## config.mk

```make
export PLATFORM = sky130hd
export DESIGN_NAME = filter_driver
export DESIGN_NICKNAME = d
export VERILOG_FILES = /design/src/rtl/filter_pkg.sv /design/src/rtl/filter_driver_hold_counter.sv /design/src/rtl/filter_driver.sv
export SDC_FILE = /design/constraint.sdc
export NUM_CORES = 1
export LEC_CHECK = 0
export BUFFER_PORTS_ARGS = -buffer_cell sky130_fd_sc_hd__buf_2
export CORE_AREA = 3 3 40 42
export DETAILED_ROUTE_END_ITERATION = 8
export DIE_AREA = 0 0 43 45
export GPL_TIMING_DRIVEN = 0
export HOLD_SLACK_MARGIN = 0.08
export PLACE_DENSITY = 0.43
export SLEW_MARGIN = 20
export SYNTH_ARGS = -nofsm -noshare
export SYNTH_HDL_FRONTEND = slang
export SYNTH_SLANG_ARGS = --single-unit
```

## constraint.sdc

```tcl
create_clock -name clk -period 2 [get_ports clk]
set_input_delay 0.4 -clock clk [delete_from_list [all_inputs] [get_ports clk]]
set_output_delay 0.4 -clock clk [all_outputs]
set_load 0.02 [all_outputs]
```

## src/rtl/filter_pkg.sv

```systemverilog
// Shared definitions for the debounce filter family (driver and receive side).
package filter_pkg;

  // Default dwell depth, common to the driver and the receive filter.
  localparam int DEFAULT_HOLD_TICKS = 4;

  typedef enum logic {
    IDLE = 1'b0,
    HOLD = 1'b1
  } state_t;

  function automatic int calc_cw(input int hold_ticks);
    return $clog2(hold_ticks + 1);
  endfunction

endpackage

```

## src/rtl/filter_driver_hold_counter.sv

```systemverilog
// Dwell tick counter: counts enabled ticks, wraps to zero on terminal count.
module hold_counter
  import filter_pkg::*;
#(
  parameter int HOLD_TICKS = DEFAULT_HOLD_TICKS,
  localparam int CW = calc_cw(HOLD_TICKS)
) (
  input  logic          clk,
  input  logic          rst,
  input  logic          clear,
  input  logic          ce,
  output logic [CW-1:0] q,
  output logic          tc
);

  localparam logic [CW-1:0] LAST = CW'(HOLD_TICKS - 1);

  assign tc = ce && (q == LAST);

  always_ff @(posedge clk) begin
    if (rst || clear) begin
      q <= '0;
    end else if (tc) begin
      q <= '0;
    end else if (ce) begin
      q <= q + 1'b1;
    end
  end

endmodule

```

## src/rtl/filter_driver.sv

```systemverilog
// Level driver that holds each new level for HOLD_TICKS ticks before the next change.
// Build option FILTER_DRIVER_SKID_EN adds a one-entry skid register for requests made during HOLD.
module filter_driver
  import filter_pkg::*;
#(
  parameter int   HOLD_TICKS = DEFAULT_HOLD_TICKS,
  parameter logic INIT_LEVEL = 1'b0,
  localparam int  CW         = calc_cw(HOLD_TICKS)
) (
  input  logic          clk,
  input  logic          rst,
  input  logic          clock_enable,
  input  logic          req_level,
  input  logic          req_valid,
  output logic          req_ready,
  output logic          out_signal,
  output logic          out_signal_enable,
  output logic          busy,
  output logic [CW-1:0] q_count
);

  state_t state, state_nxt;
  logic   out_nxt;
  logic   pulse_nxt;
  logic   accept;
  logic   tc;

  hold_counter #(
    .HOLD_TICKS(HOLD_TICKS)
  ) u_hold_counter (
    .clk  (clk),
    .rst  (rst),
    .clear(state != HOLD),
    .ce   (clock_enable && (state == HOLD)),
    .q    (q_count),
    .tc   (tc)
  );

  assign busy   = (state == HOLD);
  assign accept = req_valid && req_ready;

`ifdef FILTER_DRIVER_SKID_EN
  logic skid_valid, skid_valid_nxt;
  logic skid_level, skid_level_nxt;
  logic pend_valid;
  logic pend_level;

  // A parked entry blocks new requests in either state.
  assign req_ready  = !skid_valid;
  assign pend_valid = skid_valid || accept;
  assign pend_level = skid_valid ? skid_level : req_level;

  always_comb begin
    state_nxt      = state;
    out_nxt        = out_signal;
    pulse_nxt      = 1'b0;
    skid_valid_nxt = skid_valid;
    skid_level_nxt = skid_level;
    case (state)
      IDLE: begin
        if (skid_valid) begin
          out_nxt        = skid_level;
          pulse_nxt      = 1'b1;
          state_nxt      = HOLD;
          skid_valid_nxt = 1'b0;
        end else if (accept && (req_level != out_signal)) begin
          out_nxt   = req_level;
          pulse_nxt = 1'b1;
          state_nxt = HOLD;
        end
      end
      HOLD: begin
        if (tc) begin
          state_nxt      = IDLE;
          skid_valid_nxt = 1'b0;
          if (pend_valid && (pend_level != out_signal)) begin
            // With a one-tick hold the exit can land right after the change pulse;
            // park the level one cycle so pulses never run back to back.
            if (out_signal_enable) begin
              skid_valid_nxt = 1'b1;
              skid_level_nxt = pend_level;
            end else begin
              out_nxt   = pend_level;
              pulse_nxt = 1'b1;
              state_nxt = HOLD;
            end
          end
        end else if (accept) begin
          skid_valid_nxt = 1'b1;
          skid_level_nxt = req_level;
        end
      end
      default: state_nxt = IDLE;
    endcase
  end

  always_ff @(posedge clk) begin
    if (rst) begin
      skid_valid <= 1'b0;
      skid_level <= 1'b0;
    end else begin
      skid_valid <= skid_valid_nxt;
      skid_level <= skid_level_nxt;
    end
  end
`else
  assign req_ready = (state == IDLE);

  always_comb begin
    state_nxt = state;
    out_nxt   = out_signal;
    pulse_nxt = 1'b0;
    case (state)
      IDLE: begin
        if (accept && (req_level != out_signal)) begin
          out_nxt   = req_level;
          pulse_nxt = 1'b1;
          state_nxt = HOLD;
        end
      end
      HOLD: begin
        if (tc) begin
          state_nxt = IDLE;
        end
      end
      default: state_nxt = IDLE;
    endcase
  end
`endif

  always_ff @(posedge clk) begin
    if (rst) begin
      state             <= IDLE;
      out_signal        <= INIT_LEVEL;
      out_signal_enable <= 1'b0;
    end else begin
      state             <= state_nxt;
      out_signal        <= out_nxt;
      out_signal_enable <= pulse_nxt;
    end
  end

endmodule

```

Yosys cells after proc, flatten, opt, wreduce, memory -nomap -nowiden:

Index checks and enable logic that the tools add are counted.

* logic and storage cells: 19
* memory bits (read-only): 0
* flip-flop bits (word level): 6
* latch bits: 0
* memories: 0
* input bits: 5
* bits in writable memories: 0
* output and inout bits: 7

* reductions and logical operators: 8
* order comparisons: 0
* multiplexer cells: 3
* add/sub/neg operators: 1
* $mul: 0
* divide/modulo/power cells: 0
* shifts and indexed selects: 0
* equal/unequal tests: 2
* bitwise logic cells: 1

Operators with widths (number)
* logical AND 1 bit: 4
* OR reduction 2 bit: 2
* adder 3 x 1 -> 3 bit (second input constant): 1
* equality test 3 x 2 -> 1 bit (second input constant): 1
* two-way mux 1 bit: 2
* one-hot mux 1 bit (2 select lines): 1
* AND reduction 2 bit: 1
* logical OR 1 bit: 1
* inequality test 1 bit: 1
* inverter 1 bit: 1

Longest topological paths before layout:

* depth after elaboration: 5
* gate-level depth with buffers: 5
* depth with buffers taken out: 5

By module:

Synthesis repeated with hierarchy kept, for this count alone.

* cells, all modules: 30
* area, all modules: 282.8 um2

By module, submodules not included
* hold_counter: area an instance 163.9 um2, cells each 17, seq. area each 60.1 um2, instances 1
* filter_driver: area an instance 118.9 um2, cells each 13, seq. area each 60.1 um2, instances 1

Worst setup path after synthesis:

OpenSTA, ideal clock, no wires.

* kind: register to register
* start point: register u_hold_counter.q[0]
* end point: register u_hold_counter.q[2]
* buffers on the path: 0
* slack: 0.790 ns
* setup time: 0.064 ns
* data required time: 1.936 ns
* stages on the path, launching flop included: 6
* clock period less this slack: 1.210 ns
* data arrival time: 1.146 ns
* cell sequence: dfxtp_1 > ha_1 > ha_1 > nor3b_1 > a21oi_1 > nor2_1

* cells in the longest elaborated chain, start to end: 3
* elaborated cells on any way between the ends: 4
* those cells by class: add/sub (1); eq/ne (1); reduce/logical (2)

Ends and longest elaborated chain
* from (decl): line filter_driver_hold_counter.sv:12 `output logic [CW-1:0] q,`
* from (signal assigned): line filter_driver_hold_counter.sv:26 `q <= q + 1'b1;`
* branches (longest 3 deep; another with adder 3 x 1 -> 3 bit)

Several ways; the timed one is not identified.
A chain may end at the register's enable or synchronous reset.

Final worst setup path:

Ends and elaborated chain as after synthesis.

==> qor.csv <==
metric,value,unit
Design Power,0.000280,W
max-slew violations,0,
I/O pin cnt,12,
clock buffer depth,2,
# diodes,0,
multi-input logic area,130,um^2
Slew @ Worst Pin,0.205,ns
initial DRC count,0,
P_leak,0.171,nW
DR DRC count,0,
Filler cells,145,
cell chain of the critical path,"ha_1, ha_1, nor3b_1, a21oi_1, nor2_1",
Initial Util,0.204,
global-route usage over all layers,0.0584,
# port buffers,11,
GP Congestion,0.622,
register area,120,um^2
CTS root buffer,clkbuf_4,
met2 Use GR,0.0808,
share of cells above drive strength 1,0.357,
worst path bufs/invs,0,
Clock Skew,0.00131,ns
"most used cell, CP",ha_1,
Die Height,45,um
register clock-pin slew on the reported worst setup and hold paths,0.04,ns
area grow syn2layout,36.8,%
WP depth,5,
H-tree levels,1,
CP Capture Type,register,
vias per cell,3.65,
nets,51,
outcome,completed,
syn_nets,35,
initial antenna violation count,0,
Hold Fails Final Rpt,0,
Die ar.,0.00194,mm^2
WS Path Type,register to register,
number of buffers created by CTS,3,
Hold Crit Start,rst,
CP max-delay cell,dfxtp_1,
first-pass GRT wire length,807,um
largest net degree at the start of global routing,6,
GRT met3 Usage,0.0279,
Hold Crit Class,primary input to register,
GR Util met1,0.0654,
wire per inst,8.61,um
core area,0.00128,mm^2
crit-path leading delay family,adder cells,
Max VDD drop,0.189,mV
GR peak layer,met2,
warnings from Yosys,0,
Max stage delay on crit path,0.33,ns
vias,208,
"commonest non-fill, non-tap cell in the layout",buf_2,
Synth Instances,28,
max cap viols,0,
Crit. Startpoint,u_hold_counter.q[0]$_SDFFE_PP0P_,
Horiz. Die Dim,43,um
HPWL after DPL,413,um
total grt overflow,0,
final worst-path cycle share,0.610,
Critical Path Start Type,register,
Final setup viols,0,
CTS tree,yes,
critical path arrival,1.39,ns
Detailed Routing Iterations Pass 1,1,
unique cell type count in the Yosys netlist,13,
vias in the first global route,214,
most frequent cells in the layout,"buf_2 (11), dfxtp_1 (6), a21oi_1 (4)",
WHS Path Cells,2,
minimum clock period after layout,1.22,ns
Post-CTS Setup Repair Bufs,0,
RSZ-0062 raised after global routing,false,
clock sink count,6,
FF-to-FF path depth,5,
Pwr Density,783,mW/mm^2
Mean Syn Cell Area,9.34,um^2
"Clk Latency, worst-skew pair",0.24,ns
Slew HR,0.863,
DRT antenna net count,0,
Post-Syn Area,262,um^2
CTS hold repair buffers,0,
post-synthesis sequential area ratio,0.459,
# rows,13,
crit path max fanout,4,
synthesized flop and latch total,6,
reg2reg start,u_hold_counter.q[0]$_SDFFE_PP0P_,
post-route setup TNS,0,ns
Max Fclk,0.819,GHz
Critical Path RT,2.17,ns
routed wire length,491,um
"Gates resized, CTS repair",0,
==> area by class of cell <==
cell class | count | share of cell area
timing repair buffer | 11 | 0.154
tap | 15 | 0.0524
clock buffer | 3 | 0.0629
multi-input combinational | 19 | 0.364
inverter | 3 | 0.0315
sequential | 6 | 0.336
==> per-layer routing <==
layer	up-vias	part of all wire	routed length, um
met5	-	0	0
met1	86	0.44	218
met2	2	0.50	244
met3	0	0.057	28
met4	0	0	0
li1	120	-	-
==> cells by family after synthesis <==
| group | share of synthesized area |
|---|---|
| xor+xnor | 0.0335 |
| mux | 0.0383 |
| buf+inv | 0.0431 |
| fa+ha+maj | 0.0957 |
| flops | 0.459 |
| compound gates | 0.0766 |
| simple gates | 0.254 |
==> Yosys cell counts <==
| library cell | number | area, um^2 |
|---|---|---|
| or2_1 | 1 | 6.26 |
| nor3b_1 | 2 | 15.0 |
| ha_1 | 2 | 25.0 |
| a21oi_1 | 4 | 20.0 |
| nor3_2 | 1 | 10.0 |
| mux2i_1 | 1 | 10.0 |
| nand2_1 | 1 | 3.75 |
| xnor2_1 | 1 | 8.76 |
| nor2_1 | 3 | 11.3 |
| nand2b_1 | 2 | 12.5 |
| dfxtp_1 | 6 | 120 |
| nand3b_1 | 1 | 7.51 |
| inv_1 | 3 | 11.3 |
==> per-stage QoR <==
stage,util,hold WS [ns],setup WS [ns],std cells,area [um^2]
2_1_floorplan,-,0.472,0.790,28,262
3_3_place_gp,0.261,0.469,0.786,54,335
3_5_place_dp,0.261,0.467,0.793,54,335
4_1_cts,0.278,0.355,0.790,57,358
5_1_grt,0.278,0.368,0.716,57,358
6_report,0.278,0.355,0.779,57,358
==> where the power goes <==
| part | internal, W | switching (W) |
|---|---|---|
| clock network | 0.0000677 | 0.0000409 |
| logic | 0.0000174 | 0.0000239 |
| registers | 0.000126 | 0.00000440 |
==> final timing paths <==
path,end,slack (ns)
worst min-delay path,out_signal$_SDFFE_PP0P_,0.36
worst max register to register,u_hold_counter.q[2]$_SDFFE_PP0P_,0.78
worst min register to register,u_hold_counter.q[1]$_SDFFE_PP0P_,0.47
worst max-delay path,u_hold_counter.q[2]$_SDFFE_PP0P_,0.78
==> state kept, by name, summed over array words and instances (netlist names) <==
register and flops:
out_signal 1, busy 1, out_signal_enable 1, u_hold_counter.q 3
==> worst reg2reg max path, delay by kind of cell (launching register included) <==
family	cells	cell delay [ns]
adders and majority gates	2	0.46
DFF	1	0.33
and+or+nand+nor	2	0.30
AOI/OAI and AO/OA	1	0.06
Power figures use the tool's default switching activity.
